### config.mk
export PLATFORM = sky130hd
export DESIGN_NAME = mcu_dmem_ctrl
export DESIGN_NICKNAME = d
export VERILOG_FILES = /design/src/rtl/mcu_pkg.sv /design/src/rtl/mcu_sync2.sv /design/src/rtl/mcu_dmem_ctrl.sv
export SDC_FILE = /design/constraint.sdc
export NUM_CORES = 2
export LEC_CHECK = 0
export CAP_MARGIN = 40
export CORE_MARGIN = 3
export CORE_UTILIZATION = 32
export DETAILED_ROUTE_END_ITERATION = 6
export PLACE_DENSITY = 0.57
export SLEW_MARGIN = 20
export SYNTH_ARGS = -nofsm -noshare
export SYNTH_HDL_FRONTEND = slang
export SYNTH_SLANG_ARGS = --single-unit
### constraint.sdc
create_clock -name clk -period 3.8 [get_ports clk]
set_input_delay 0.76 -clock clk [delete_from_list [all_inputs] [get_ports clk]]
set_output_delay 0.76 -clock clk [all_outputs]
set_load 0.01 [all_outputs]
### src/rtl/mcu_pkg.sv
// Shared FSM encoding and default build constants for the MCU data-memory controller.
package mcu_pkg;

  typedef enum logic [1:0] {
    ST_IDLE = 2'd0,
    ST_WAIT = 2'd1,
    ST_ACK  = 2'd2
  } mcu_state_e;

  localparam int         MCU_DATA_W      = 8;
  localparam int         MCU_ADDR_W      = 8;
  localparam logic [7:0] MCU_IO_BASE     = 8'hF0;
  localparam int         MCU_WAIT_STATES = 1;

endpackage

### src/rtl/mcu_sync2.sv
// Two-flop synchroniser for asynchronous input pins; width set by W.
module mcu_sync2 #(
  parameter int W = 8
) (
  input  logic         clk,
  input  logic         rst,
  input  logic [W-1:0] d,
  output logic [W-1:0] q
);

  logic [W-1:0] meta_r;
  logic [W-1:0] sync_r;

  // Capture pins in the first stage, settle in the second
  always_ff @(posedge clk or negedge rst) begin
    if (!rst) begin
      meta_r <= '0;
      sync_r <= '0;
    end else begin
      meta_r <= d;
      sync_r <= meta_r;
    end
  end

  assign q = sync_r;

endmodule

### src/rtl/mcu_dmem_ctrl.sv
// Data-memory controller: RAM below IO_BASE, then io_in ports, then io_out registers.
// Build option MCU_IO_SYNC_EN routes io_in through mcu_sync2 before it is read.
module mcu_dmem_ctrl
  import mcu_pkg::*;
#(
  parameter int                DATA_W      = MCU_DATA_W,
  parameter int                ADDR_W      = MCU_ADDR_W,
  parameter logic [ADDR_W-1:0] IO_BASE     = ADDR_W'(MCU_IO_BASE),
  parameter int                N_IN        = 2,
  parameter int                N_OUT       = 2,
  parameter int                WAIT_STATES = MCU_WAIT_STATES
) (
  input  logic                    clk,
  input  logic                    rst,
  input  logic                    req,
  input  logic                    we,
  input  logic [ADDR_W-1:0]       addr,
  input  logic [DATA_W-1:0]       wdata,
  output logic [DATA_W-1:0]       rdata,
  output logic                    ack,
  output logic                    err,
  input  logic [N_IN*DATA_W-1:0]  io_in,
  output logic [N_OUT*DATA_W-1:0] io_out
);

  localparam int                RAM_DEPTH = int'(IO_BASE);
  localparam logic [ADDR_W-1:0] OUT_BASE  = IO_BASE + ADDR_W'(N_IN);
  localparam logic [ADDR_W-1:0] MAP_END   = OUT_BASE + ADDR_W'(N_OUT);
  localparam logic [3:0]        WAIT_LOAD = (WAIT_STATES > 0) ? 4'(WAIT_STATES - 1) : 4'd0;

  mcu_state_e state_r;
  mcu_state_e state_next_s;

  logic [3:0]             wait_cnt_r;
  logic                   we_r;
  logic [ADDR_W-1:0]      addr_r;
  logic [DATA_W-1:0]      wdata_r;
  logic [DATA_W-1:0]      out_r [N_OUT];
  logic [DATA_W-1:0]      mem_r [RAM_DEPTH];
  logic [N_IN*DATA_W-1:0] io_in_s;

  logic                   accept_s;
  logic                   ram_hit_s;
  logic                   in_hit_s;
  logic                   out_hit_s;
  logic                   bad_s;
  logic                   commit_s;
  logic [ADDR_W-1:0]      in_off_s;
  logic [ADDR_W-1:0]      out_off_s;
  logic [DATA_W-1:0]      rd_sel_s;

`ifdef MCU_IO_SYNC_EN
  mcu_sync2 #(
    .W(N_IN*DATA_W)
  ) u_io_sync (
    .clk(clk),
    .rst(rst),
    .d  (io_in),
    .q  (io_in_s)
  );
`else
  assign io_in_s = io_in;
`endif

  // Address decode of the latched access
  always_comb begin
    in_off_s  = addr_r - IO_BASE;
    out_off_s = addr_r - OUT_BASE;
    ram_hit_s = (addr_r < IO_BASE);
    in_hit_s  = (addr_r >= IO_BASE) && (addr_r < OUT_BASE);
    out_hit_s = (addr_r >= OUT_BASE) && (addr_r < MAP_END);
    // Writing a read-only port is treated like an unmapped access
    bad_s     = !(ram_hit_s || in_hit_s || out_hit_s) || (in_hit_s && we_r);
    accept_s  = (state_r == ST_IDLE) && req;
    commit_s  = (state_r == ST_ACK) && we_r && !bad_s;
  end

  // Next-state logic
  always_comb begin
    state_next_s = state_r;
    case (state_r)
      ST_IDLE: begin
        if (req) begin
          state_next_s = (WAIT_STATES == 0) ? ST_ACK : ST_WAIT;
        end else begin
          state_next_s = ST_IDLE;
        end
      end
      ST_WAIT: begin
        if (wait_cnt_r == 4'd0) begin
          state_next_s = ST_ACK;
        end else begin
          state_next_s = ST_WAIT;
        end
      end
      ST_ACK:  state_next_s = ST_IDLE;
      default: state_next_s = ST_IDLE;
    endcase
  end

  // State register, wait counter and request latch
  always_ff @(posedge clk or negedge rst) begin
    if (!rst) begin
      state_r    <= ST_IDLE;
      wait_cnt_r <= 4'd0;
      we_r       <= 1'b0;
      addr_r     <= '0;
      wdata_r    <= '0;
    end else begin
      state_r <= state_next_s;
      if (accept_s) begin
        wait_cnt_r <= WAIT_LOAD;
        we_r       <= we;
        addr_r     <= addr;
        wdata_r    <= wdata;
      end else if ((state_r == ST_WAIT) && (wait_cnt_r != 4'd0)) begin
        wait_cnt_r <= wait_cnt_r - 4'd1;
      end
    end
  end

  // Output registers update on the edge that ends ACK
  always_ff @(posedge clk or negedge rst) begin
    if (!rst) begin
      for (int k = 0; k < N_OUT; k++) begin
        out_r[k] <= '0;
      end
    end else begin
      for (int k = 0; k < N_OUT; k++) begin
        if (commit_s && out_hit_s && (out_off_s == ADDR_W'(k))) begin
          out_r[k] <= wdata_r;
        end
      end
    end
  end

  // RAM array keeps its contents across reset
  always_ff @(posedge clk) begin
    if (commit_s && ram_hit_s) begin
      mem_r[addr_r] <= wdata_r;
    end
  end

  // Read mux: one-hot OR of the selected port or register
  always_comb begin
    rd_sel_s = '0;
    if (ram_hit_s) begin
      rd_sel_s = mem_r[addr_r];
    end else begin
      for (int k = 0; k < N_IN; k++) begin
        rd_sel_s = rd_sel_s |
                   ((in_hit_s && (in_off_s == ADDR_W'(k))) ? io_in_s[k*DATA_W +: DATA_W] : '0);
      end
      for (int k = 0; k < N_OUT; k++) begin
        rd_sel_s = rd_sel_s |
                   ((out_hit_s && (out_off_s == ADDR_W'(k))) ? out_r[k] : '0);
      end
    end
  end

  assign ack   = (state_r == ST_ACK);
  assign err   = ack && bad_s;
  assign rdata = (ack && !bad_s) ? rd_sel_s : '0;

  for (genvar k = 0; k < N_OUT; k++) begin : g_out_pack
    assign io_out[k*DATA_W +: DATA_W] = out_r[k];
  end

endmodule

==> results.json <==
{
  "outcome": "finished, violations left",
  "failed_checks": "negative setup slack",
  "post-place-ws_ns": -1.33,
  "drtIter0Drc": 5562,
  "worst_pin_slew_ns": 0.881,
  "maxSlewHeadroom_pct": 41.1,
  "synth_most_common_cell": "edfxtp_1",
  "synthArstFlopShare_pct": 1.99,
  "cp.arrival_ns": 4.17,
  "synth_compound_area_share_pct": 2.31,
  "synth_top_family_by_area": "multiplexers",
  "ys_seq_area_share_pct": 76.5,
  "p_leak_nw": 31.4,
  "reg2reg_depth": 11,
  "clk_latency_ns": 0.85,
  "track_usage_pct": 19.2,
  "placed_cell_area_um2": 87400,
  "viasPerCell": 5.30,
  "antenna_found_initial": 8,
  "peakVddDrop_v": 0.000548,
  "hp-class": "in -> async",
  "synth_top_area_share_pct": 75.2,
  "drc": 0,
  "dieWidth_um": 496,
  "fin_crit_sh_pct": 130,
  "crit_slowest_cell": "dfrtp_4",
  "root_buffer": "clkbuf_16",
  "critPathMaxStageDelay_ns": 0.57,
  "final_layout_size_suffix_gt1_share_pct": 38.4,
  "p_per_area_nw_per_um2": 783,
  "grt_pass1_vias": 42400,
  "grt_max_degree": 115,
  "synthTopCellsByCount": "1920 x edfxtp_1, 469 x mux4_2, 318 x nor2_1",
  "fin_skew_ns": 0.0415,
  "dieHeight_um": 496,
  "io_buffers": 61,
  "gp_congestion": 0.935,
  "startpoint": "addr_r[0]",
  "clk_pin_slew_ns": 0.06,
  "cts_buffers": 197,
  "synthCells": 3666,
  "antenna_left": 0,
  "synth_largest_area_cell": "edfxtp_1",
  "crit_path_max_fanout": 7,
  "rsz0062_at_grt": "yes",
  "cts_buffer_depth": 3,
  "worst_ep_required_time_ns": 3.04,
  "synth_area_um2": 76700,
  "coreArea_um2": 238000,
  "ys_warn_count": 0,
  "setup-tns-final_ns": -8.24,
  "cp_num_buf_inv": 6,
  "start_util_pct": 32.2,
  "post_synth.cell_area_avg_um2": 20.9,
  "htree_levels": 4,
  "ios": 62,
  "cts_tree": "yes",
  "yosys_most_used_dff": "edfxtp_1",
  "finalSetupViolCount": 8,
  "drv_slew": 0,
  "cp-start-kind": "flip-flop",
  "min_period_ns": 4.93,
  "nets": 4652,
  "via_count": 42100,
  "finalHoldViolCount": 0,
  "crit_family": "buffers and inverters",
  "grt_pass1_wl_um": 333000,
  "crit_chain": "buf_12 -> buf_12 -> buf_12 -> buf_16 -> buf_12 -> mux4_2 -> mux2_4 -> a32oi_4 -> o31ai_4 -> nor3_2 -> nand4_1 -> o21a_4 -> buf_6",
  "critical_path_class": "reg -> out",
  "multiInputGateArea_um2": 17400,
  "numClockSinks": 1959,
  "synthAdderAreaFrac_pct": 0.0326,
  "r2r_slack_ns": 0.27,
  "fmax_ghz": 0.203,
  "dieArea_um2": 246000,
  "dp.final_hpwl_um": 163000,
  "ys_types": 73,
  "max_cap_viol_count": 0,
  "p_total_mw": 74.8,
  "num_rows": 179,
  "final_core_util_pct": 40.1,
  "worst_hold_slack_ns": 0.365,
  "ys_top_cells_by_area": "edfxtp_1 75%, mux4_2 14%, nor2_1 1.6%, mux2i_1 1.4%, dfrtp_1 1.3%",
  "instances_no_fill": 7951,
  "synth-simple-area-share_pct": 3.46,
  "synth_seq_cells": 1959,
  "setup.worst_path.end_class": "output port",
  "synth_xor_area_share_pct": 0.0343,
  "rr_endpoint": "mem_r[71][3]",
  "dp_cells": 7513,
  "final_area_um2": 95500,
  "register_area_um2": 58700,
  "finalWorstSetupSlack_ns": -1.13,
  "synth.net_count": 3704,
  "routed_wirelength_um": 237000,
  "fillCellCount": 21100,
  "muxShareOfSynthArea_pct": 16.0,
  "areaGrowthSynthToFinish_pct": 24.6,
  "crit_path_frequent_cell": "buf_12",
  "rr_startpoint": "addr_r[2]",
  "synth-edff-count": 1920,
  "firstDrtPassIters": 7,
  "wire_per_inst_um": 29.8,
  "overflow": 0
}
-- registers in the layout, summed over array words and instances (netlist names) --
| name | count |
|---|---|
| wait_cnt_r | 4 |
| wdata_r | 8 |
| mem_r | 1920 |
| we_r | 1 |
| addr_r | 8 |
| io_out | 16 |
| state_r | 2 |
-- placed cells by master, fill, tap and decap left out, drive strengths merged, types with 46 or more instances in the layout --
cell	n
edfxtp	1920
buf	902
clkdlybuf4s50	51
mux4	472
nand2	149
nor2	318
clkbuf	261
clkinv	73
mux2i	109
mux2	46
-- logic make-up (layout without fill, tap and decap cells) --
logic type | after synthesis | after routing
DFF | 1959 | 1959
and+or+nand+nor | 608 | 608
muxes | 627 | 627
other | 0 | 1
xor gates and xnor gates | 3 | 3
adders and majority gates | 2 | 2
AOI/OAI and AO/OA | 249 | 249
buffers and inverters | 218 | 1335
-- worst max path at each step --
stage,end,slack (ns),cells past startpoint
floorplan,mem_r[0][0],0.006,0
global placement,rdata[5],-1.83,12
detailed placement,rdata[5],-1.33,14
CTS,rdata[6],-1.15,13
global route,rdata[6],-1.17,13
finish,rdata[6],-1.13,13
-- power breakdown --
part,internal (mW),switching [mW]
Clock,11.3,8.40
Sequential,27.1,0.736
Combinational,11.3,15.9
-- layout make-up --
cell class	instances	area share (%)
Tap cell	3167	4.15
Clock buffer	259	5.62
Antenna cell	1	0.00262
Inverter	8	0.0393
Sequential cell	1959	61.4
Multi-Input combinational cell	1489	18.3
Timing Repair Buffer	959	9.23
Clock inverter	109	1.29
-- routing by layer --
layer | vias to the layer above | wire [um] | global-route usage [%]
li1 | 17100 | - | -
met1 | 22500 | 92600 | 25.8
met2 | 2029 | 111000 | 30.3
met3 | 418 | 21200 | 4.13
met4 | 4 | 12100 | 8.47
met5 | - | 23 | 0
-- repair_timing --
action / CTS / global route
endpoints found under the setup margin: 9 / 8
hold buffers: 1 / 0
cloned: 3 / 2
pin swaps: 45 / 22
gates resized for setup: 196 / 35
endpoints found under the hold margin: 12 / 0
buffers inserted: 56 / 19
No activity file was read; power rests on OpenSTA's default activity.
